File: src/rtl/memory_arbiter_pkg.sv
`default_nettype none
// ============================================================================
//  Module      : memory_arbiter_pkg
//  Description : Shared bus definitions for the memory arbiter slice.
//                t_cycle_width and the CW_* access-width codes, plus the
//                arbiter state encoding t_arb_state.
//  Revision    : 1.0 - initial release
// ============================================================================
package memory_arbiter_pkg;

    // Access width presented on the memory port.
    typedef logic [1:0] t_cycle_width;

    localparam t_cycle_width CW_BYTE = 2'd0;
    localparam t_cycle_width CW_WORD = 2'd1;
    localparam t_cycle_width CW_LONG = 2'd2;

    // Arbiter state; the grant is implied by which BUSY state is active.
    typedef enum logic [1:0] {
        ARB_IDLE       = 2'd0,
        ARB_BUSY_FETCH = 2'd1,
        ARB_BUSY_DATA  = 2'd2
    } t_arb_state;

endpackage : memory_arbiter_pkg
`default_nettype wire

File: src/rtl/memory_arbiter_timeout_counter.sv
`default_nettype none
// ============================================================================
//  Module      : bus_timeout_counter
//  Description : Saturating cycle counter used as the bus watchdog.
//                Counts while i_enable is high, saturates at
//                TIMEOUT_CYCLES-1 and flags o_terminal while sitting there.
//  Ports       : clock, reset   - clock / synchronous active-high reset
//                i_clear        - synchronous clear (wins over enable)
//                i_enable       - count this cycle
//                o_terminal     - count == TIMEOUT_CYCLES-1
//  Revision    : 1.0 - initial release
// ============================================================================
module bus_timeout_counter #(
    parameter int unsigned TIMEOUT_CYCLES = 255
) (
    input  logic clock,
    input  logic reset,
    input  logic i_clear,
    input  logic i_enable,
    output logic o_terminal
);

    localparam int unsigned CNT_W = ($clog2(TIMEOUT_CYCLES) < 1) ? 1 : $clog2(TIMEOUT_CYCLES);
    localparam logic [CNT_W-1:0] c_LAST = CNT_W'(TIMEOUT_CYCLES - 1);

    logic [CNT_W-1:0] r_count;

    always_ff @(posedge clock) begin
        if (reset || i_clear) begin
            r_count <= '0;
        end else if (i_enable && (r_count != c_LAST)) begin
            r_count <= r_count + CNT_W'(1);
        end
    end

    assign o_terminal = (r_count == c_LAST);

endmodule : bus_timeout_counter
`default_nettype wire

File: src/rtl/memory_arbiter.sv
`default_nettype none
// ============================================================================
//  Module      : memory_arbiter
//  Description : Shares one external memory port between instruction fetch
//                and the data (LOAD/STORE) path. One access at a time over a
//                variable-latency mem_ready handshake; data has priority,
//                fetch is protected from starvation, and a watchdog turns a
//                hung access into a bus error.
//  Ports       : clock, reset                         - clock / sync reset
//                fetch_req/address -> fetch_done/rdata - fetch requester
//                data_req/write/address/cycle_width/wdata
//                                  -> data_done/rdata  - data requester
//                bus_error                             - with done on timeout
//                mem_address/cycle_width/wdata/read/write, mem_rdata/ready
//                                                      - memory port
//  Revision    : 1.0 - initial release
// ============================================================================
module memory_arbiter
    import memory_arbiter_pkg::*;
#(
    parameter int unsigned STARVE_LIMIT   = 4,
    parameter int unsigned TIMEOUT_CYCLES = 255
) (
    input  logic         clock,
    input  logic         reset,
    input  logic         fetch_req,
    input  logic [31:0]  fetch_address,
    output logic         fetch_done,
    output logic [31:0]  fetch_rdata,
    input  logic         data_req,
    input  logic         data_write,
    input  logic [31:0]  data_address,
    input  logic [1:0]   data_cycle_width,
    input  logic [31:0]  data_wdata,
    output logic         data_done,
    output logic [31:0]  data_rdata,
    output logic         bus_error,
    output logic [31:0]  mem_address,
    output logic [1:0]   mem_cycle_width,
    output logic [31:0]  mem_wdata,
    output logic         mem_read,
    output logic         mem_write,
    input  logic [31:0]  mem_rdata,
    input  logic         mem_ready
);

    localparam int unsigned STARVE_W = ($clog2(STARVE_LIMIT + 1) < 1) ? 1 : $clog2(STARVE_LIMIT + 1);
    localparam logic [STARVE_W-1:0] c_STARVE_MAX = STARVE_W'(STARVE_LIMIT);

    t_arb_state           r_state,        w_state;
    logic [STARVE_W-1:0]  r_starve,       w_starve;
    logic                 r_fetch_done,   w_fetch_done;
    logic                 r_data_done,    w_data_done;
    logic                 r_bus_error,    w_bus_error;
    logic                 r_mem_read,     w_mem_read;
    logic                 r_mem_write,    w_mem_write;
    logic [31:0]          r_mem_address,  w_mem_address;
    t_cycle_width         r_mem_width,    w_mem_width;
    logic [31:0]          r_mem_wdata,    w_mem_wdata;
    logic [31:0]          r_fetch_rdata,  w_fetch_rdata;
    logic [31:0]          r_data_rdata,   w_data_rdata;

    logic                 w_busy;
    logic                 w_terminal;
    logic                 w_complete;
    logic [31:0]          w_captured;

    assign w_busy     = (r_state != ARB_IDLE);
    // mem_ready takes precedence over an expiring watchdog in the same cycle.
    assign w_complete = w_busy && (mem_ready || w_terminal);
    assign w_captured = mem_ready ? mem_rdata : 32'd0;

    // Counter is held at zero outside an access so every grant starts fresh.
    bus_timeout_counter #(
        .TIMEOUT_CYCLES (TIMEOUT_CYCLES)
    ) u_timeout (
        .clock      (clock),
        .reset      (reset),
        .i_clear    (!w_busy || w_complete),
        .i_enable   (w_busy),
        .o_terminal (w_terminal)
    );

    always_comb begin
        w_state       = r_state;
        w_starve      = r_starve;
        w_fetch_done  = 1'b0;
        w_data_done   = 1'b0;
        w_bus_error   = 1'b0;
        w_mem_read    = r_mem_read;
        w_mem_write   = r_mem_write;
        w_mem_address = r_mem_address;
        w_mem_width   = r_mem_width;
        w_mem_wdata   = r_mem_wdata;
        w_fetch_rdata = r_fetch_rdata;
        w_data_rdata  = r_data_rdata;

        case (r_state)
            ARB_IDLE: begin
                // The cycle showing a done pulse is a dead cycle: the
                // requester has not yet had a chance to drop or renew req.
                if (!(r_fetch_done || r_data_done)) begin
                    if (data_req && !(fetch_req && (r_starve == c_STARVE_MAX))) begin
                        w_state       = ARB_BUSY_DATA;
                        w_mem_address = data_address;
                        w_mem_width   = data_cycle_width;
                        w_mem_wdata   = data_wdata;
                        w_mem_read    = !data_write;
                        w_mem_write   = data_write;
                        if (!fetch_req) begin
                            w_starve = '0;
                        end else if (r_starve != c_STARVE_MAX) begin
                            w_starve = r_starve + STARVE_W'(1);
                        end
                    end else if (fetch_req) begin
                        w_state       = ARB_BUSY_FETCH;
                        w_mem_address = fetch_address;
                        w_mem_width   = CW_LONG;
                        w_mem_read    = 1'b1;
                        w_mem_write   = 1'b0;
                        w_starve      = '0;
                    end
                end
            end

            ARB_BUSY_FETCH, ARB_BUSY_DATA: begin
                if (w_complete) begin
                    w_state     = ARB_IDLE;
                    w_mem_read  = 1'b0;
                    w_mem_write = 1'b0;
                    w_bus_error = !mem_ready;
                    if (r_state == ARB_BUSY_FETCH) begin
                        w_fetch_done  = 1'b1;
                        w_fetch_rdata = w_captured;
                    end else begin
                        w_data_done = 1'b1;
                        // Stores leave the last load result untouched.
                        if (r_mem_read) begin
                            w_data_rdata = w_captured;
                        end
                    end
                end
            end

            default: begin
                w_state     = ARB_IDLE;
                w_mem_read  = 1'b0;
                w_mem_write = 1'b0;
            end
        endcase
    end

    always_ff @(posedge clock) begin
        if (reset) begin
            r_state       <= ARB_IDLE;
            r_starve      <= '0;
            r_fetch_done  <= 1'b0;
            r_data_done   <= 1'b0;
            r_bus_error   <= 1'b0;
            r_mem_read    <= 1'b0;
            r_mem_write   <= 1'b0;
            r_mem_address <= 32'd0;
            r_mem_width   <= CW_LONG;
            r_mem_wdata   <= 32'd0;
            r_fetch_rdata <= 32'd0;
            r_data_rdata  <= 32'd0;
        end else begin
            r_state       <= w_state;
            r_starve      <= w_starve;
            r_fetch_done  <= w_fetch_done;
            r_data_done   <= w_data_done;
            r_bus_error   <= w_bus_error;
            r_mem_read    <= w_mem_read;
            r_mem_write   <= w_mem_write;
            r_mem_address <= w_mem_address;
            r_mem_width   <= w_mem_width;
            r_mem_wdata   <= w_mem_wdata;
            r_fetch_rdata <= w_fetch_rdata;
            r_data_rdata  <= w_data_rdata;
        end
    end

    assign fetch_done      = r_fetch_done;
    assign data_done       = r_data_done;
    assign bus_error       = r_bus_error;
    assign mem_read        = r_mem_read;
    assign mem_write       = r_mem_write;
    assign mem_address     = r_mem_address;
    assign mem_cycle_width = r_mem_width;
    assign mem_wdata       = r_mem_wdata;
    assign fetch_rdata     = r_fetch_rdata;
    assign data_rdata      = r_data_rdata;

endmodule : memory_arbiter
`default_nettype wire

File: config.mk
export PLATFORM = sky130hd
export DESIGN_NAME = memory_arbiter
export DESIGN_NICKNAME = d
export VERILOG_FILES = /design/src/rtl/memory_arbiter_pkg.sv /design/src/rtl/memory_arbiter_timeout_counter.sv /design/src/rtl/memory_arbiter.sv
export SDC_FILE = /design/constraint.sdc
export NUM_CORES = 1
export LEC_CHECK = 0
export ABC_CLOCK_PERIOD_IN_PS = 2000
export BUFFER_PORTS_ARGS = -buffer_cell sky130_fd_sc_hd__clkbuf_2
export CAP_MARGIN = 20
export CORE_ASPECT_RATIO = 0.6
export CORE_UTILIZATION = 43
export DETAILED_ROUTE_END_ITERATION = 8
export PLACE_DENSITY_LB_ADDON = 0.2
export SYNTH_ARGS = -nofsm -noshare
export SYNTH_HDL_FRONTEND = slang
export SYNTH_HIERARCHICAL = 1
export SYNTH_SLANG_ARGS = --single-unit
export TNS_END_PERCENT = 30
File: constraint.sdc
create_clock -name clock -period 2 [get_ports clock]
set_input_delay 0 -clock clock [delete_from_list [all_inputs] [get_ports clock]]
set_output_delay 0 -clock clock [all_outputs]
set_load 0.02 [all_outputs]
==> metrics.txt <==
Total Nets Final=1265; first-pass GRT wire length=37.2 mm; clock tree sinks=148; Yosys reg bits=148; Final Setup Violations=0; CTS clk-pin slew, worst paths=0.07 ns; CTS tree=built; clk_lat worst skew=0.41 ns; status=finished clean; layout cells sized above 1=30.9%; design area=10000 um^2; Pre-antenna DRT Iters=6; commonest non-fill, non-tap cell in the layout=clkbuf_2; ANT cells=0; crit-path leading delay family=simple AND/OR/NAND/NOR gates; Final Critical Period=1.89 ns; PwrDens=882 nW/um^2; Slew headroom=54.5%; final hold viol count=0; Final period util=94.4%; gpl congestion=0.856; Mapped Cells=767; worst-path cell chain=inv_1 -> ha_1 -> nand3_2 -> nor2_1 -> or3_1 -> or2_2 -> o41ai_2; final slew viol count=0; worst-path fanout max=5; Worst-Margin Slew=0.682 ns; Worst EP arrival=2.20 ns; Syn Nets=909; die footprint=15600 um^2; CP Buf/Inv Count=1; CTS Buf Count=17; Die H=97.1 um; pin count of the biggest net entering global routing=66; num ports=271; final wirelength=23.3 mm; Worst Hold Class=primary input to register; Worst EP required=2.31 ns; Hold WS=0.0282 ns; PortBufs=270; Final Power=8830 uW; DP HPWL=13.5 mm; drt wl/cell=17.5 um; H-tree levels=4; core box area=14600 um^2; Root Driver=clkbuf_16; Reg2Reg Depth=7; DIE WIDTH=160 um; Min-Delay Path Depth=2; Vias per Instance=5.77; FMAX=530 MHz; post-synthesis sequential area ratio=45.7%; max incr delay on CP=0.36 ns; Ys Warns=6; leak pwr=0.00414 uW; # DRC=0; VDD IR-drop max=0.482 mV; DRT iter0 DRCs=755; most frequent cells in the layout=clkbuf_2, dfxtp_1, a21oi_1; Avg Cell Area, Syn=8.45 um^2; Fin Clk Skew=0.0120 ns; Layout Cells excl Fill=1334; crit start category=register; area delta synth->final=54.6%; synthesized area=6480 um^2; Crit path depth=7; CP Capture Type=register; DR vias=7695; Overall Global Routing Usage=29.2%; CP max-delay cell=or2_2; max-cap violation count=0; Worst Setup Path Type=register to register; count of cell types in the netlist=39; placed instance count=1168; Congestion Overflow GR=0; starting density of the core=44.4%; Rows=34; vias in the first global route=7390; initial antenna violation count=0; number of routed nets with antenna violations=0; Cell Area, Placed=8080 um^2; clock buffer depth=2
==> cells in the mapped netlist <==
cell type | count | share of area (%)
a211oi_1 | 5 | 0.58
a21oi_1 | 135 | 10
a311oi_1 | 33 | 4.5
a31oi_1 | 2 | 0.19
a32oi_1 | 1 | 0.14
and2_1 | 1 | 0.097
and3_1 | 4 | 0.39
and3b_1 | 1 | 0.14
and4_1 | 1 | 0.14
buf_1 | 1 | 0.058
buf_2 | 4 | 0.31
clkbuf_1 | 92 | 5.3
clkinv_1 | 1 | 0.058
dfxtp_1 | 148 | 46
ha_1 | 6 | 1.2
inv_1 | 8 | 0.46
inv_2 | 1 | 0.058
mux2i_1 | 3 | 0.46
nand2_1 | 14 | 0.81
nand3_1 | 38 | 2.9
nand3b_1 | 1 | 0.12
nand4_1 | 70 | 6.8
nand4b_1 | 32 | 4.3
nor2_1 | 9 | 0.52
nor3b_1 | 3 | 0.35
nor3b_2 | 1 | 0.19
nor4b_1 | 1 | 0.14
o211a_1 | 1 | 0.15
o21ai_0 | 101 | 7.8
o21ai_1 | 1 | 0.077
o21bai_1 | 1 | 0.12
o311ai_1 | 1 | 0.14
o31ai_1 | 32 | 3.7
o32ai_1 | 5 | 0.68
o41ai_1 | 1 | 0.14
or2_2 | 3 | 0.29
or3_1 | 3 | 0.29
or3_4 | 1 | 0.17
or3b_1 | 1 | 0.14
==> through the flow <==
stage               setup slack (ns)  setup TNS (ns)  utilization, %
finish                         0.112               0            68.7
floorplan                      0.123               0               -
detailed placement            0.0486               0            55.3
CTS                           0.0534               0            68.2
global route                -0.00500        -0.00827            68.7
global placement               0.167               0            55.3
==> where the power goes <==
part	switching (uW)	internal (uW)	leakage [uW]
combinational	1450	958	0.00267
clock	1400	1700	0.000267
sequential	131	3190	0.00121
total	2990	5850	0.00414
==> sequential cells by signal, summed over array words and instances, names as in the netlist <==
name,flops
bus_error,1
data_done,1
data_rdata,32
fetch_done,1
fetch_rdata,32
mem_address,32
mem_cycle_width,2
mem_read,1
mem_wdata,32
mem_write,1
r_starve,3
r_state,2
u_timeout/r_count,8
==> kinds of logic (layout without fill, tap and decap cells) <==
logic type,after synthesis,count (layout),synth area share (%)
compound gates,319,319,28.6
simple gates,184,184,17.8
flops,148,148,45.7
buf+inv,107,476,6.28
fa+ha+maj,6,6,1.16
mux,3,3,0.463
==> worst paths after layout <==
path / to / from / slack (ns)
hold reg to reg: mem_wdata[4]$_SDFFE_PP0P_ / mem_wdata[4]$_SDFFE_PP0P_ / 0.47
hold / removal: mem_address[18]$_SDFFE_PP0P_ / reset / 0.03
setup / recovery: u_timeout/r_count[5]$_SDFFE_PP0P_ / u_timeout/r_count[0]$_SDFFE_PP0P_ / 0.11
setup reg to reg: u_timeout/r_count[5]$_SDFFE_PP0P_ / u_timeout/r_count[0]$_SDFFE_PP0P_ / 0.11
==> what timing repair did <==
action | in CTS | in global routing
resized for setup | 0 | 5
setup buffers | 0 | 2
hold endpoints to repair | 132 | 0
hold buffers | 131 | 0
endpoints found under the setup margin | 0 | 26
==> area by class of cell <==
| type | instances | area [um^2] |
|---|---|---|
| fill | 1155 | 4570 |
| multi-input combinational | 512 | 3160 |
| timing repair buffer | 434 | 3040 |
| sequential | 148 | 2960 |
| clock buffer | 19 | 453 |
| tap | 198 | 248 |
| clock inverter | 13 | 114 |
| inverter | 10 | 37.5 |
==> routing by layer <==
layer | GRT usage, % | up-vias | part of all wire [%]
met1 | 39.3 | 3560 | 44
met5 | 0 | - | 0
met2 | 44.3 | 418 | 45
met4 | 13.5 | 0 | 2.5
met3 | 6.66 | 54 | 8.3
li1 | - | 3663 | -
(Power assumes the default switching activity.)
